<file path="config.mk">
export PLATFORM = sky130hd
export DESIGN_NAME = h14tx_clk_rst_seq
export DESIGN_NICKNAME = d
export VERILOG_FILES = /design/src/rtl/h14tx_clk_rst_seq.sv
export SDC_FILE = /design/constraint.sdc
export NUM_CORES = 1
export LEC_CHECK = 0
export CAP_MARGIN = 20
export CORE_ASPECT_RATIO = 1.25
export CORE_MARGIN = 5
export CORE_UTILIZATION = 25
export CTS_CLUSTER_DIAMETER = 40
export DETAILED_ROUTE_END_ITERATION = 16
export DONT_BUFFER_PORTS = 1
export PLACE_DENSITY = 0.36
export REMOVE_ABC_BUFFERS = 1
export SETUP_SLACK_MARGIN = 0.4
export SLEW_MARGIN = 20
export SYNTH_ARGS = -nofsm -noshare
export SYNTH_HDL_FRONTEND = slang
export SYNTH_SLANG_ARGS = --single-unit
</file>
<file path="constraint.sdc">
create_clock -name ref_clk_70mhz -period 2.9 [get_ports ref_clk_70mhz]
set_input_delay 0.145 -clock ref_clk_70mhz [delete_from_list [all_inputs] [get_ports ref_clk_70mhz]]
set_output_delay 0.145 -clock ref_clk_70mhz [all_outputs]
set_load 0.1 [all_outputs]
</file>
<file path="src/rtl/h14tx_clk_rst_seq.sv">
// h14tx_clk_rst_seq: TX PLL reset/lock sequencer; releases serdes then pixel resets once lock is stable.
// Latency: 2-cycle lock synchronizer; all outputs registered, following the state register by zero cycles.
// Backpressure: none; restart/lock loss force PLL_RESET, retry budget exhaustion parks in FAULT.
module h14tx_clk_rst_seq #(
  parameter int ResetCycles       = 16,
  parameter int LockTimeoutCycles = 70000,
  parameter int StableCycles      = 7000,
  parameter int SerdesDelayCycles = 8,
  parameter int MaxRetries        = 4
) (
  input  logic       ref_clk_70mhz,
  input  logic       rst,
  input  logic       pll_lock_async,
  input  logic       restart,
  output logic       pll_rst_n,
  output logic       serdes_rst,
  output logic       pixel_rst,
  output logic       ready,
  output logic       fault,
  output logic [7:0] relock_count,
  output logic [2:0] state
);

  localparam int MaxA = (ResetCycles > LockTimeoutCycles) ? ResetCycles : LockTimeoutCycles;
  localparam int MaxB = (StableCycles > SerdesDelayCycles) ? StableCycles : SerdesDelayCycles;
  localparam int MaxP = (MaxA > MaxB) ? MaxA : MaxB;
  localparam int CntW = $clog2(MaxP) + 1;
  localparam int RetW = $clog2(MaxRetries + 2);

  localparam logic [CntW-1:0] RstLast  = CntW'(ResetCycles - 1);
  localparam logic [CntW-1:0] LockLast = CntW'(LockTimeoutCycles - 1);
  localparam logic [CntW-1:0] StabLast = CntW'(StableCycles - 1);
  localparam logic [CntW-1:0] SerLast  = CntW'(SerdesDelayCycles - 1);
  localparam logic [RetW-1:0] RetMax   = RetW'(MaxRetries);

  typedef enum logic [2:0] {
    PLL_RESET  = 3'd0,
    WAIT_LOCK  = 3'd1,
    DEBOUNCE   = 3'd2,
    SERDES_REL = 3'd3,
    RUN        = 3'd4,
    FAULT      = 3'd5
  } state_t;

  logic            r_lock_meta;
  logic            r_lock_s;
  state_t          r_state;
  logic [CntW-1:0] r_cnt;
  logic [RetW-1:0] r_retry;
  logic [7:0]      r_relock;
  logic            r_pll_rst_n;
  logic            r_serdes_rst;
  logic            r_pixel_rst;
  logic            r_ready;
  logic            r_fault;
  logic [RetW-1:0] w_retry_inc;

  assign w_retry_inc = r_retry + 1'b1;

  // Two-flop synchronizer bringing the PLL lock into the reference clock domain
  always_ff @(posedge ref_clk_70mhz) begin
    if (rst) begin
      r_lock_meta <= 1'b0;
      r_lock_s    <= 1'b0;
    end else begin
      r_lock_meta <= pll_lock_async;
      r_lock_s    <= r_lock_meta;
    end
  end

  // Sequencer FSM: next state chosen first, then counter and outputs registered from it
  always_ff @(posedge ref_clk_70mhz) begin : fsm
    state_t v_nxt;
    logic   v_clr;
    if (rst) begin
      r_state      <= PLL_RESET;
      r_cnt        <= '0;
      r_retry      <= '0;
      r_relock     <= '0;
      r_pll_rst_n  <= 1'b0;
      r_serdes_rst <= 1'b1;
      r_pixel_rst  <= 1'b1;
      r_ready      <= 1'b0;
      r_fault      <= 1'b0;
    end else begin
      v_nxt = r_state;
      v_clr = 1'b0;
      if (restart) begin
        // Restart reruns the whole sequence even from PLL_RESET, so force a counter clear
        v_nxt = PLL_RESET;
        v_clr = 1'b1;
        r_retry <= '0;
      end else begin
        unique case (r_state)
          PLL_RESET: begin
            if (r_cnt == RstLast) v_nxt = WAIT_LOCK;
          end
          WAIT_LOCK: begin
            if (r_lock_s) begin
              v_nxt = DEBOUNCE;
            end else if (r_cnt == LockLast) begin
              r_retry <= w_retry_inc;
              v_nxt = ((MaxRetries != 0) && (w_retry_inc == RetMax)) ? FAULT : PLL_RESET;
            end
          end
          DEBOUNCE: begin
            if (!r_lock_s) begin
              v_nxt = WAIT_LOCK;
            end else if (r_cnt == StabLast) begin
              v_nxt = SERDES_REL;
              r_retry <= '0;
            end
          end
          SERDES_REL: begin
            // Lock loss is checked first so it beats a coincident timed exit
            if (!r_lock_s) v_nxt = PLL_RESET;
            else if (r_cnt == SerLast) v_nxt = RUN;
          end
          RUN: begin
            if (!r_lock_s) begin
              v_nxt = PLL_RESET;
              if (r_relock != 8'hFF) r_relock <= r_relock + 8'd1;
            end
          end
          FAULT: v_nxt = FAULT;
          default: v_nxt = PLL_RESET;
        endcase
        v_clr = (v_nxt != r_state);
      end
      r_state <= v_nxt;
      // Untimed states hold the counter so it never wraps into a false match
      if (v_clr) r_cnt <= '0;
      else if (r_state != RUN && r_state != FAULT) r_cnt <= r_cnt + 1'b1;
      r_pll_rst_n  <= (v_nxt != PLL_RESET) && (v_nxt != FAULT);
      r_serdes_rst <= (v_nxt == PLL_RESET) || (v_nxt == WAIT_LOCK) ||
                      (v_nxt == DEBOUNCE) || (v_nxt == FAULT);
      r_pixel_rst  <= (v_nxt != RUN);
      r_ready      <= (v_nxt == RUN);
      r_fault      <= (v_nxt == FAULT);
    end
  end

  assign pll_rst_n    = r_pll_rst_n;
  assign serdes_rst   = r_serdes_rst;
  assign pixel_rst    = r_pixel_rst;
  assign ready        = r_ready;
  assign fault        = r_fault;
  assign relock_count = r_relock;
  assign state        = r_state;

endmodule

</file>
# After elaboration in Yosys (flattened, before gate mapping)
# Cells that the tools add are included.
# totals
register_bits,39
out_inout_bits,16
# op_classes
n_addsub,3
n_eq_ne,24
mux,21
bitwise_logic,2
n_reduce_logical,13
# op_table
cell,n
$mux W3,17
$add A18 B1 Y18 const B,1
$eq A18 B13 Y1 const B,1
$eq A18 B17 Y1 const B,1
$eq A18 B3 Y1 const B,1
$eq A18 B4 Y1 const B,1
$pmux W3 S6,1
$eq A3 B3 Y1 const B,5
$ne A3 B3 Y1 const B,4
$eq A3 B2 Y1 const B,3
$add A8 B1 Y8 const B,1
$ne A2 B2 Y1 const B,4
$ne A8 B8 Y1 const B,1
$eq A3 B1 Y1 const B,2
$logic_not A3 Y1,2
$pmux W3 S2,1
$reduce_and A5 Y1,1
$reduce_and A4 Y1,1
$reduce_or A2 Y1,2
$add A3 B1 Y3 const B,1
$logic_or A1 B1 Y1,3
$ne A3 B3 Y1,1
$reduce_bool A3 Y1,1
$logic_and A1 B1 Y1,2
3 further kinds,5

# Longest topological paths before layout
# logic_depth
ltp_word,14
mapped_depth,8
ltp_nobuf,7

# Least setup slack after synthesis
# Ideal clock, no wire load.
# synth_path
path_type,register to register
start,reg r_state[0] (netlist: state[0])
end,reg r_cnt[10]
setup_ps,119
arrival_time_ps,2797
t_required_ps,2781
slack_ps,-16
stages_incl_launch_ff,8
path_buffers,3
synth_period_minus_slack_ps,2916
path_cell_list,dfxtp_1 -> clkbuf_1 -> or4b_2 -> nor3_1 -> a211o_1 -> buf_4 -> buf_2 -> nor2_1
# synth_between
elab_chain_cells,9
elab_cells_between_ends,24
# synth_rtl
element,line,text
start: declaration,47,state_t r_state;
start signal: assignment,130,r_state <= v_nxt;
"$mux W3, on equally long branches","117, 101, 109",
"$mux W3, on equally long branches","116, 107, 99",
$pmux W3 S6,94,unique case (r_state)
$mux W3,88,if (restart) begin
$mux W3,75,if (rst) begin
$ne A3 B3 Y1,128,v_clr = (v_nxt != r_state);
$mux W1,88,
$mux W1,75,
$reduce_or A2 Y1 (no source line),--,
end signal: assignment,133,else if (r_state != RUN && r_state != FAULT) r_cnt <= r_cnt + 1'b1;
end: declaration,48,logic [CntW-1:0] r_cnt;
# Parallel ways exist; a longest one is shown, timed or not. The select of a mux whose other input is x is not followed.
# A chain may end at the register's enable or synchronous reset.

# Worst setup path in the final report
# layout_path
start,reg r_cnt[17]
end,reg r_cnt[0]
# layout_between
elab_chain_cells,10
elab_cells_between_ends,18
# layout_rtl
element,line,text
$eq A18 B3 Y1 (tied with other cells),117,else if (r_cnt == SerLast) v_nxt = RUN;
"$mux W3, on equally long branches","117, 101, 109",
"$mux W3, on equally long branches","116, 107, 99",
$pmux W3 S6 *,94,
$mux W3 *,88,
$mux W3 *,75,
$ne A3 B3 Y1 *,128,
$mux W1 *,88,
$mux W1 *,75,
$reduce_or A2 Y1 (no source line) *,--,
# Every way passes the cells marked *; elsewhere a longest branch is shown, timed or not. The select of a mux whose other input is x is not followed.

==> summary.txt <==
Status
  • Status: completed

Drt
  • DR iter-0 viols: 64
  • WL per Instance: 14.7 µm
  • Via density: 4.78
  • DRT Pass-1 Iters: 4
  • Routed WL: 4820 µm
  • Vias: 1,563
  • Final ANT Viol Nets: 0
  • DRC violations left: 0

Placed design
  • GPL Wtd Cong: 0.752
  • Hpwl dp: 3520 µm
  • Placement Cell Area: 0.00213 mm²
  • PortBufs: 0

Critical path
  • Slowest CP cell: or4_4
  • Critical Path Source Type: register
  • Crit-path max FO: 8
  • Critical Path AT: 2.66 ns
  • Crit. End Element: register
  • Worst r2r src: r_cnt[17]$_SDFFE_PP0P_
  • Crit Path Class: register to register
  • Crit path largest cell delay: 0.58 ns
  • Crit-path cells: or4_4 > or4_4 > o21ai_4 > nor4b_4 > buf_4 > xnor2_4 > buf_12 > nor3_1
  • Worst Setup SP: r_cnt[17]$_SDFFE_PP0P_
  • Most frequent cell on the critical path: or4_4
  • WP data required: 3.12 ns

Timing
  • Max-slew headroom: 36.6%
  • Worst Max-Slew Pin Slew: 0.950 ns
  • Final worst-path cycle share: 84.0%
  • Clk_skew: 0.00666 ns
  • RSZ-0062 raised after global routing: false
  • Clock period minus worst slack: 2.44 ns
  • Final setup viols: 0
  • Final Max Slew Viols: 0
  • Setup_tns: 0 ns
  • Highest Clock Rate: 0.410 GHz
  • Final hold viol count: 0

Run
  • Max_cap viols: 0

Logic synthesis
  • Netlist cell types: 44
  • Sequential element share of the synthesized area: 40.1%
  • Cell area after synthesis: 0.00195 mm²
  • Synthesis-stage register bit count: 39
  • Yosys warns: 0
  • Main synth FF type: dfxtp_1
  • Mean post-synth cell area: 9.18 µm²
  • Asr flop ratio synth: 0%
  • Post-synth EDFFs: 0
  • Cells after Synth: 212

Min path
  • Hold Path Class: input pin to register
  • Min-delay src: rst

Finish
  • Inserted Diodes: 0
  • Layout cells sized above 1: 24.1%
  • Nets: 240
  • Most frequent cells in the layout: 38 x dfxtp_1, 30 x nor2_1, 18 x buf_4
  • FILL cells: 822
  • Finished layout cell area: 0.00234 mm²
  • Multi-input gate area: 0.00115 mm²
  • Area Growth Syn to Fin: 20.1%
  • Commonest non-fill, non-tap cell in the layout: dfxtp_1
  • Storage element area: 782 µm²

Clocking
  • CTS Buf Count: 5
  • Clk slew on worst S/H paths: 0.08 ns
  • Skew-Pair Late Insertion Delay: 0.29 ns
  • Clock sink count: 39
  • H-tree depth: 2
  • Root buf cell: clkbuf_8
  • Max Buffers Root-to-Sink: 2
  • TritonCTS clock tree: yes

Power
  • Lkg Pwr: 0.848 nW
  • P per Cell Area: 401 mW/mm²
  • Maximum VDD drop: 170 µV

GRT
  • Largest net degree at the start of global routing: 19
  • Global route total overflow: 0
  • Vias in the first global route: 1,556
  • Overall Global Routing Usage: 10.5%
  • Global-route wire length before repair: 7770 µm
  • Initial antenna violation count: 0

Floorplan
  • Initial core utilization: 25.3%
  • I/O pin total: 20
  • Die height: 109 µm
  • Die Wd: 88.9 µm
  • Rows: 36
  • Core ar.: 0.00770 mm²
  • DIE AREA: 0.00966 mm²
## where the power goes
group	switching, mW	internal [mW]	total, mW
registers	0.00219	0.538	0.540
logic	0.0140	0.00837	0.0224
clock network	0.189	0.187	0.376
## state kept, by name, summed over array words and instances, names as in the netlist
register      count
r_cnt            18
relock_count      8
fault             1
r_lock_meta       1
r_lock_s          1
pixel_rst         1
r_retry           3
serdes_rst        1
state             3
ready             1
pll_rst_n         1
## metrics by stage
| step | hold slack, ns | power (mW) | instances | util, % | worst slack, ns |
|---|---|---|---|---|---|
| after global placement | 0.218 | 0.570 | 313 | 27.7 | 0.173 |
| final | 0.120 | 0.938 | 327 | 30.3 | 0.463 |
| after floorplan | 0.214 | 0.564 | 203 | - | 0.0707 |
| after detailed placement | 0.219 | 0.570 | 313 | 27.7 | 0.127 |
| after CTS | 0.121 | 0.961 | 325 | 29.7 | 0.417 |
| after global routing | 0.152 | 0.980 | 327 | 30.3 | 0.379 |
## cell usage after synthesis, drive strengths merged (6+ instances only)
cell type | count | share of area (%)
dfxtp | 39 | 40
nor2 | 30 | 5.8
nor3 | 17 | 7.5
nand2 | 15 | 2.9
xor2 | 14 | 6.3
xnor2 | 9 | 4.4
nand3 | 8 | 2.3
nand4 | 8 | 2.6
and3 | 6 | 2.0
clkbuf | 6 | 1.2
o21ai | 6 | 1.5
## critical path: cells and delay by family, from the launching register on
kind	cells	cell delay, ns
buffers and inverters	2	0.33
xor gates and xnor gates	1	0.15
and+or+nand+nor	4	1.35
DFF	1	0.33
AOI/OAI and AO/OA	1	0.20
## final cells by class
cell class,count,area share (%)
Clock buffer,6,3.53
Sequential cell,39,33.5
Timing Repair Buffer,22,7.92
Multi-Input combinational cell,160,49.1
Inverter,4,0.642
Tap cell,95,5.09
Clock inverter,1,0.214
## what timing repair did
action                     4_1_cts  5_1_grt
hold endpoints to repair        11        0
buffers inserted                 2        2
setup endpoints to repair       11       20
pin swaps                        1        3
hold buffers                     3        0
gates resized for setup          1        8
## kinds of logic after synthesis
kind of cell	synth area share [%]
adders and majority gates	2.57
xor gates and xnor gates	10.7
and+or+nand+nor	35.9
muxes	1.54
buffers and inverters	3.15
DFF	40.1
AOI/OAI and AO/OA	6.04
## worst paths after layout
check,endpoint,slack [ns],cells after the start
worst max register to register,r_cnt[0]$_SDFFE_PP0P_,0.46,8
worst max-delay path,r_cnt[0]$_SDFFE_PP0P_,0.46,8
worst min register to register,r_lock_s$_SDFF_PP0_,0.44,1
worst min-delay path,r_retry[2]$_SDFFE_PP0P_,0.12,2
## layer usage
metal  GRT usage, %  part of all wire (%)
met1           11.6                    42
met2           18.8                    52
met3           3.40                   4.2
met4           3.19                   1.3
met5              0                     0
Power figures use the tool's default switching activity.
